File: config.mk
export PLATFORM = sky130hd
export DESIGN_NAME = des_block_loader_flat
export DESIGN_NICKNAME = d
export VERILOG_FILES = /design/src/rtl/des_block_loader_if.sv /design/src/rtl/des_block_loader.sv /design/src/flat_wrapper.sv
export SDC_FILE = /design/constraint.sdc
export NUM_CORES = 1
export LEC_CHECK = 0
export CAP_MARGIN = 10
export CORE_MARGIN = 5
export CORE_UTILIZATION = 55
export DETAILED_ROUTE_END_ITERATION = 12
export DONT_BUFFER_PORTS = 1
export PLACE_DENSITY = 0.74
export SLEW_MARGIN = 20
export SYNTH_ARGS = -nofsm -noshare
export SYNTH_HDL_FRONTEND = slang
export SYNTH_SLANG_ARGS = --single-unit
File: constraint.sdc
create_clock -name clk -period 12 [get_ports clk]
set_clock_uncertainty 0.2 [all_clocks]
set_input_delay 1.2 -clock clk [delete_from_list [all_inputs] [get_ports clk]]
set_output_delay 1.2 -clock clk [all_outputs]
set_load 0.05 [all_outputs]
File: src/rtl/des_block_loader_if.sv
// Bus bundles for the DES block loader: the 32-bit input word stream and
// the write side of DPRAM port 0.

interface des_stream_if;
  logic        s_valid;
  logic [31:0] s_data;
  logic        s_ready;

  modport master (output s_valid, output s_data, input  s_ready);
  modport slave  (input  s_valid, input  s_data, output s_ready);
endinterface

interface des_mem_if #(
  parameter int AW = 6,
  parameter int DW = 64
);
  logic          mem_en;
  logic          mem_wr;
  logic [AW-1:0] mem_add;
  logic [DW-1:0] mem_data;

  modport master (output mem_en, output mem_wr, output mem_add, output mem_data);
  modport slave  (input  mem_en, input  mem_wr, input  mem_add, input  mem_data);
endinterface

File: src/rtl/des_block_loader.sv
// Packs 32-bit stream word pairs into 64-bit DES blocks and writes them to DPRAM port 0.
// Optional running XOR checksum of written blocks: define DES_LOADER_XOR_CHK_EN.

module des_block_loader #(
  parameter int          AW        = 6,
  parameter int          DW        = 64,
  parameter int unsigned BASE_ADDR = 0
) (
  input  logic          clk,
  input  logic          rst,
  input  logic          i_start,
  input  logic [AW:0]   i_blk_count,
  input  logic          i_abort,
  des_stream_if.slave   s_if,
  des_mem_if.master     m_if,
  output logic          o_busy,
  output logic          o_done,
  output logic          o_err
`ifdef DES_LOADER_XOR_CHK_EN
  ,
  output logic [DW-1:0] o_chk_out
`endif
);

  localparam logic [AW:0]   MAX_BLK = (AW+1)'(2**AW);
  localparam logic [AW-1:0] BASE    = AW'(BASE_ADDR);

  typedef enum logic [1:0] {ST_IDLE, ST_HI, ST_LO, ST_FIN} state_t;

  state_t        r_state;
  state_t        w_state_nxt;
  logic [31:0]   r_hi;
  logic [AW:0]   r_rem;
  logic [AW-1:0] r_addr;
  logic          w_hs;
  logic          w_start_req;
  logic          w_start_ok;
  logic          w_start_bad;

  assign w_start_req = (r_state == ST_IDLE) && i_start && !i_abort;
  assign w_start_ok  = w_start_req && (i_blk_count <= MAX_BLK);
  assign w_start_bad = w_start_req && (i_blk_count >  MAX_BLK);

  // Abort drops ready in the same cycle so no word is consumed while cancelling.
  assign s_if.s_ready = ((r_state == ST_HI) || (r_state == ST_LO)) && !i_abort;
  assign w_hs         = s_if.s_valid && s_if.s_ready;

  always_ff @(posedge clk or posedge rst) begin
    // NOTE: flops use non-blocking <= so every register samples pre-edge values.
    if (rst) r_state <= ST_IDLE;
    else     r_state <= w_state_nxt;
  end

  always_comb begin
    // NOTE: default first so no path leaves w_state_nxt unassigned (no latch).
    w_state_nxt = r_state;
    unique case (r_state)
      ST_IDLE: begin
        if (w_start_ok) w_state_nxt = (i_blk_count == '0) ? ST_FIN : ST_HI;
      end
      ST_HI: begin
        if (i_abort)   w_state_nxt = ST_IDLE;
        else if (w_hs) w_state_nxt = ST_LO;
      end
      ST_LO: begin
        if (i_abort)   w_state_nxt = ST_IDLE;
        else if (w_hs) w_state_nxt = (r_rem == (AW+1)'(1)) ? ST_FIN : ST_HI;
      end
      ST_FIN:  w_state_nxt = ST_IDLE;
      default: w_state_nxt = ST_IDLE;
    endcase
  end

  always_ff @(posedge clk or posedge rst) begin
    if (rst) begin
      r_hi          <= '0;
      r_rem         <= '0;
      r_addr        <= BASE;
      m_if.mem_en   <= 1'b0;
      m_if.mem_wr   <= 1'b0;
      m_if.mem_add  <= BASE;
      m_if.mem_data <= '0;
      o_busy        <= 1'b0;
      o_done        <= 1'b0;
      o_err         <= 1'b0;
    end else begin
      m_if.mem_en <= 1'b0;
      m_if.mem_wr <= 1'b0;
      o_busy      <= (w_state_nxt == ST_HI) || (w_state_nxt == ST_LO);
      o_done      <= (r_state == ST_FIN);
      o_err       <= w_start_bad;

      if (w_start_ok) begin
        r_rem  <= i_blk_count;
        r_addr <= BASE;
      end

      if ((r_state == ST_HI) && w_hs) r_hi <= s_if.s_data;

      // Second word of a pair: strobe the block out next cycle; address wraps mod 2**AW.
      if ((r_state == ST_LO) && w_hs) begin
        m_if.mem_en   <= 1'b1;
        m_if.mem_wr   <= 1'b1;
        m_if.mem_add  <= r_addr;
        m_if.mem_data <= DW'({r_hi, s_if.s_data});
        r_addr        <= r_addr + AW'(1);
        r_rem         <= r_rem - (AW+1)'(1);
      end
    end
  end

`ifdef DES_LOADER_XOR_CHK_EN
  logic [DW-1:0] r_chk;

  always_ff @(posedge clk or posedge rst) begin
    if (rst)                            r_chk <= '0;
    else if (w_start_ok)                r_chk <= '0;
    else if (m_if.mem_en && m_if.mem_wr) r_chk <= r_chk ^ m_if.mem_data;
  end

  assign o_chk_out = r_chk;
`endif

endmodule
File: src/flat_wrapper.sv
// flat-port wrapper written by rule: the top's interface ports become plain ports
module des_block_loader_flat 
#(
  parameter int          AW        = 6,
  parameter int          DW        = 64,
  parameter int unsigned BASE_ADDR = 0
)
  (clk, rst, i_start, i_blk_count, i_abort, o_busy, o_done, o_err, s_if_s_valid, s_if_s_data, s_if_s_ready, m_if_mem_en, m_if_mem_wr, m_if_mem_add, m_if_mem_data);
  des_stream_if s_if_i ();
  des_mem_if #(.AW(AW), .DW(DW)) m_if_i ();
  input  logic clk;
  input  logic rst;
  input  logic i_start;
  input  logic [AW:0] i_blk_count;
  input  logic i_abort;
  output logic o_busy;
  output logic o_done;
  output logic o_err;
  input wire logic [$bits(s_if_i.s_valid)-1:0] s_if_s_valid;
  input wire logic [$bits(s_if_i.s_data)-1:0] s_if_s_data;
  output wire logic [$bits(s_if_i.s_ready)-1:0] s_if_s_ready;
  output wire logic [$bits(m_if_i.mem_en)-1:0] m_if_mem_en;
  output wire logic [$bits(m_if_i.mem_wr)-1:0] m_if_mem_wr;
  output wire logic [$bits(m_if_i.mem_add)-1:0] m_if_mem_add;
  output wire logic [$bits(m_if_i.mem_data)-1:0] m_if_mem_data;
  assign s_if_i.s_valid = s_if_s_valid;
  assign s_if_i.s_data = s_if_s_data;
  assign s_if_s_ready = s_if_i.s_ready;
  assign m_if_mem_en = m_if_i.mem_en;
  assign m_if_mem_wr = m_if_i.mem_wr;
  assign m_if_mem_add = m_if_i.mem_add;
  assign m_if_mem_data = m_if_i.mem_data;
  des_block_loader #(.AW(AW), .DW(DW), .BASE_ADDR(BASE_ADDR)) u_core (.clk(clk), .rst(rst), .i_start(i_start), .i_blk_count(i_blk_count), .i_abort(i_abort), .s_if(s_if_i), .m_if(m_if_i), .o_busy(o_busy), .o_done(o_done), .o_err(o_err));
endmodule
==> metrics, run 1 <==
status finished, final reports clean; Async S/R FF share, synth between 90% and 100%; min Tclk post-route 3.666 ns; starting density of the core a little under three fifths; max_slew headroom slightly below 30%; CP Data Arrival Time 2.27 ns; Leak 2.899 nW; DIE HEIGHT approximately 100 um; number of synthesized flops with an enable pin 0; CTS sink count 121; most common cell after layout, fill and taps aside nand2_1; DRC viols 0; io pins 120; Max Slew Vio Count 0; First-pass DRT Iterations 4; Setup violations, final 0; leading cell types in the layout, fill and taps excluded nand2_1, dfrtp_1, mux2_2; Fmax ~270 MHz; Cell Pwr Density roughly 310 nW/um2; grt met1 use 25.10%; initial antenna violation count 0; DIE AREA about 11000 um2; CP max FO 7; fin nets roughly 540; RSZ-0062 raised after global routing false; Worst Setup End Kind primary output; critical path data required time around 11 ns; Ys Warns 0; register area 3028 um2; Final Power about 1.7 mW; total track usage between 10% and 20%; H-tree depth 4; Max-cap violations 0; CTS resizes 0; Yosys reg bits between 100 and 150; gpl congestion 0.8111; Synth area leaders dfrtp_1, nand2_1, mux2_2, ha_1, nor2_1; Peak VDD IR about 0.00013 V; CP startpoint kind register; mapped cell area slightly below 5000 um2; hold path start u_core.r_hi[27]$_DFFE_PP0P_; CP startpoint u_core.r_state[0]$_DFF_PP0_; Mapped Cells roughly 500; worst hold-check path type reg2reg; largest family of logic cells by synthesized area simple AND/OR/NAND/NOR gates; largest net degree at the start of global routing 81; Antenna diodes 0; number of buffers created by CTS 17; CP max stage cell nor2b_1; layout cell share with drive strength beyond 1 between 10% and 20%; multi-input logic area ~1800 um2; cell taking the most area after synthesis dfrtp_1; Post-CTS Setup Inserts 0; drt initial violations around 180; period utilisation layout between 30% and 40%; mux cell area share after synthesis 7.538%; Post-DRT Antenna Nets 0; fill count between 700 and 800; Total Routed Length 10190 um; area share of and/or/nand/nor cells after synthesis between 20% and 30%; first-pass GRT wire length ~17000 um; final hold violation count 0; pin slew with the least headroom to its limit 1.062 ns; grt met3 use 7.275%; via total after detailed routing between 3000 and 4000; Netlist cell types 40; CTS tree done; register area share after synthesis around three fifths; DR vias/cell between 5 and 6; Core ar. between 8000 and 9000 um2; total negative slack 0 ns; Critical Path Max Stage Delay between 0.8 and 0.9 ns; gr busiest metal met2; num rows 34; Hold Buf Count CTS 0; Area Growth Syn to Fin 13.05%; I/O Buffers 0; XOR/XNOR share of the synthesized area 0.5330%; worst path cell trace inv_1 > ha_1 > nor2b_1; clock root buffer clkbuf_8; FF-to-FF Start u_core.r_state[0]$_DFF_PP0_; Main synth FF type dfrtp_1; die width ~100 um; adder-cell area share of the yosys netlist approximately 1.8%; post-DP HPWL between 6000 and 7000 um; Longest Clk Path Bufs 2; Synth Area in Compound Gates under 10%; top cell type's share of synthesized area 61.42%; wire length per cell ~17 um; kind of critical path reg2out; vias in the first global route between 3000 and 4000; GRT Residual Overflow 0; clock slew at reported path FFs ~0.06 ns; Avg Synthesized Cell Area slightly above 10 um2; GR Util met2 between 30% and 40%; Worst-Skew Late Latency between 0.4 and 0.5 ns; syn nets 540
cells in the mapped netlist, types with 2 or more instances:
master,instances
nand2_1,221
dfrtp_1,121
mux2_2,33
nor2_1,20
o21ai_0,14
clkbuf_1,11
inv_1,8
ha_1,7
nand3_1,6
buf_1,5
buf_2,4
nor3_1,4
a211o_2,2
a21oi_1,2
a31o_2,2
a31oi_1,2
nor4b_1,2
o22ai_1,2
xnor2_1,2
worst max-delay path: cells and delay by family (launching register included):
| kind | cells | cell delay, ns |
|---|---|---|
| simple gates | 1 | 0.85 |
| flops | 1 | 0.46 |
| fa+ha+maj | 1 | 0.36 |
| buf+inv | 1 | 0.10 |
final cells by class:
cell class | instances | area share, %
repair buffers | 3 | 0.4041
well taps | 108 | 2.425
inverters | 9 | 0.6511
flip-flops and latches | 121 | 54.33
clock inverters | 15 | 2.717
clock buffers | 17 | 7.432
multi-input cells | 338 | 32.04
kinds of logic after synthesis:
group,Yosys count
multiplexers,33
AND/OR/NAND/NOR,261
adder cells (fa/ha/maj),7
buffers and inverters,30
flip-flops,121
XOR/XNOR,3
AO/OA/AOI/OAI,34
where the power goes:
part | switching [mW] | leakage (nW) | internal (mW)
registers | 0.432 | 1.58 | 0.550
logic | 0.146 | 1.04 | 0.114
clock network | 0.180 | 0.274 | 0.295
final timing paths:
check	endpoint	slack, ns	cells past startpoint
max reg2reg	u_core.r_hi[21]$_DFFE_PP0P_	8.41	5
max	s_if_s_ready	8.33	3
min in group asynchronous	u_core.m_if.mem_data[18]$_DFFE_PP0P_	0.45	1
min reg2reg	u_core.m_if.mem_data[59]$_DFFE_PP0P_	0.26	2
min	u_core.m_if.mem_data[59]$_DFFE_PP0P_	0.26	2
max in group asynchronous	u_core.m_if.mem_data[35]$_DFFE_PP0P_	9.80	2
through the flow:
step / instances / util [%] / setup WS (ns) / hold slack [ns] / cell area (um2)
2_1_floorplan: 489 / - / 7.386 / 0.2331 / 4930
3_3_place_gp: 579 / 57.42 / 8.191 / 0.2438 / 5007
3_5_place_dp: 579 / 57.42 / 8.155 / 0.2458 / 5007
4_1_cts: 611 / 63.90 / 8.301 / 0.2629 / 5573
5_1_grt: 611 / 63.90 / 8.218 / 0.2783 / 5573
6_report: 611 / 63.90 / 8.334 / 0.2613 / 5573
sequential cells by signal, indices dropped and copies added, names as in the netlist:
register,count
u_core.m_if.mem_add,6
u_core.m_if.mem_data,64
u_core.m_if.mem_en,1
u_core.o_busy,1
u_core.o_done,1
u_core.o_err,1
u_core.r_addr,6
u_core.r_hi,32
u_core.r_rem,7
u_core.r_state,2
layer usage:
layer,wire length [um],vias to the layer above
li1,-,1570
met4,130,0
met1,4334,1635
met3,729,8
met2,4993,85
met5,0,-
(Power assumes the default switching activity.)
==> run 2: changes to the inputs <==
==> constraint.sdc (replaced) <==
create_clock -name clk -period 3.8 [get_ports clk]
set_clock_uncertainty 0.2 [all_clocks]
set_input_delay 0.38 -clock clk [delete_from_list [all_inputs] [get_ports clk]]
set_output_delay 0.38 -clock clk [all_outputs]
set_load 0.05 [all_outputs]
==> run 2 against run 1 <==
Against the previous run: clock power increased to 3.2 times the previous value; sequential share of layout area decreased by 3.9 points; final area grew 7.8%; sequential power rose to 3.2 times the previous value; core utilization up 5.0 points; largest power group unchanged; highest routed layer unchanged; hold slack worse by 0.20 ns; non-clock buffer count is 44 higher.
==> metrics, run 2 (synthesized netlist as in run 1, its figures left out) <==
Post-DRT Antenna Nets 0; gr busiest metal met2; max reg flops 64; Largest Register u_core.m_if.mem_data; Longest Clk Path Bufs 2; Max Slew Vio Count 0; Final Hold Slack 0.05628 ns; Largest regs u_core.m_if.mem_data x64, u_core.r_hi x32, u_core.r_rem x7; post-route setup slack 0.6960 ns; wire length per cell roughly 16 um; number of buffers created by CTS 17; Critical Path Max Stage Delay about 0.58 ns; CP max stage cell buf_4; worst path cell trace inv_1 > ha_1 > nand4b_4 > inv_2 > buf_4 > nand4_1 > o21ai_0; DP Cell Count approximately 580; family with the most delay on the worst path buffers and inverters; max_slew headroom roughly 39%; io pins 120; CTS resizes 0; buffers plus inverters on the worst setup path 3; num rows 34; H-tree depth 4; register area about 3000 um2; largest net degree at the start of global routing 95; worst hold-check path type in2reg; total track usage approximately a fifth; CP startpoint kind register; Hold Buf Count CTS 42; period utilisation layout 81.68%; RSZ-0062 raised after global routing false; final hold violation count 0; GRT Residual Overflow 0; final cell utilization of the core between 60% and 70%; post-DP HPWL between 6000 and 7000 um; leading cell types in the layout, fill and taps excluded nand2_1, dfrtp_1, dlygate4sd3_1; CP max FO 60; vias in the first global route 3500; Area Growth Syn to Fin 21.85%; Core ar. 8721 um2; critical path data required time roughly 4 ns; gpl congestion 0.8143; first-pass GRT wire length about 18000 um; via total after detailed routing around 3500; Peak VDD IR between 0.0004 and 0.0005 V; Leak between 3 and 4 nW; pin slew with the least headroom to its limit 0.9131 ns; Cell Pwr Density between 900 and 1000 nW/um2; grt met1 use approximately 23%; fill count approximately 660; clock root buffer clkbuf_8; I/O Buffers 0; GR Util met2 between 30% and 40%; die width around 100 um; DRC viols 0; min Tclk post-route a little over 3 ns; most common cell after layout, fill and taps aside nand2_1; Finished Layout Cells around 650; pre-CTS WS 0.7203 ns; DIE AREA 10960 um2; status finished, final reports clean; CTS sink count 121; layout cell share with drive strength beyond 1 14.29%; clock slew at reported path FFs 0.05 ns; starting density of the core between 50% and 60%; Worst Setup End Kind register; Worst-Skew Late Latency just under 0.5 ns; kind of critical path reg2reg; CP Data Arrival Time 3.32 ns; Max-cap violations 0; Antenna diodes 0; DR vias/cell approximately 5.4; drt initial violations 192; Setup violations, final 0; DIE HEIGHT 104.7 um; total negative slack 0 ns; grt met3 use under 10%; CTS tree done; Total Routed Length approximately 10000 um; fin nets 585; multi-input logic area 1785 um2; First-pass DRT Iterations 4; Fmax 322.2 MHz; Post-CTS Setup Inserts 0; initial antenna violation count 0
-- run 2: changes by cell type in the layout (fill, tap and decap cells not counted), sizes merged --
| cell | before | now |
|---|---|---|
| buf | 3 | 5 |
| clkbuf | 17 | 23 |
| clkinvlp | 3 | 2 |
| inv | 11 | 9 |
| clkinv | 8 | 4 |
| dlygate4sd3 | 0 | 42 |
-- run 2: cell type report --
type | instances | area share, %
timing repair buffer | 47 | 7.623
sequential | 121 | 50.41
tap | 108 | 2.250
clock inverter | 8 | 1.583
multi-input combinational | 338 | 29.72
inverter | 9 | 0.6457
clock buffer | 23 | 7.769
-- run 2: power by group --
part           leakage, nW  switching (mW)  internal, mW
Sequential            1.58            1.37          1.74
Combinational         1.23           0.481         0.397
Clock                0.274           0.520         0.976
Total                 3.09            2.37          3.11
-- run 2: final timing paths --
path | endpoint | start | cells past startpoint | slack, ns
worst min register to register | u_core.m_if.mem_data[48]$_DFFE_PP0P_ | u_core.r_hi[16]$_DFFE_PP0P_ | 2 | 0.26
min in group asynchronous | u_core.m_if.mem_data[14]$_DFFE_PP0P_ | rst | 2 | 0.36
worst max-delay path | u_core.r_addr[5]$_DFFE_PP0P_ | u_core.r_state[0]$_DFF_PP0_ | 7 | 0.70
worst min-delay path | u_core.r_state[1]$_DFF_PP0_ | i_blk_count[6] | 3 | 0.06
max in group asynchronous | u_core.m_if.mem_data[55]$_DFFE_PP0P_ | rst | 3 | 2.28
worst max register to register | u_core.r_addr[5]$_DFFE_PP0P_ | u_core.r_state[0]$_DFF_PP0_ | 7 | 0.70
-- run 2: routing by layer --
metal / vias up / share of wire (%)
li1: 1668 / -
met1: 1716 / 40
met2: 104 / 52
met3: 14 / 6.9
met4: 0 / 1.6
met5: - / 0
-- run 2: per-stage QoR --
stage | total power [mW] | instance area [um2]
finish | 5.479 | 6007
global route | 5.760 | 6007
CTS | 5.532 | 6007
detailed placement | 3.968 | 5025
global placement | 3.903 | 5022
floorplan | 3.715 | 4930
-- run 2: worst reg2reg max path, stage by stage (launching register included) --
cell and delay [ns]:
dfrtp_1 0.45, inv_1 0.10, ha_1 0.37, nand4b_4 0.46
inv_2 0.51, buf_4 0.58, nand4_1 0.20, o21ai_0 0.17
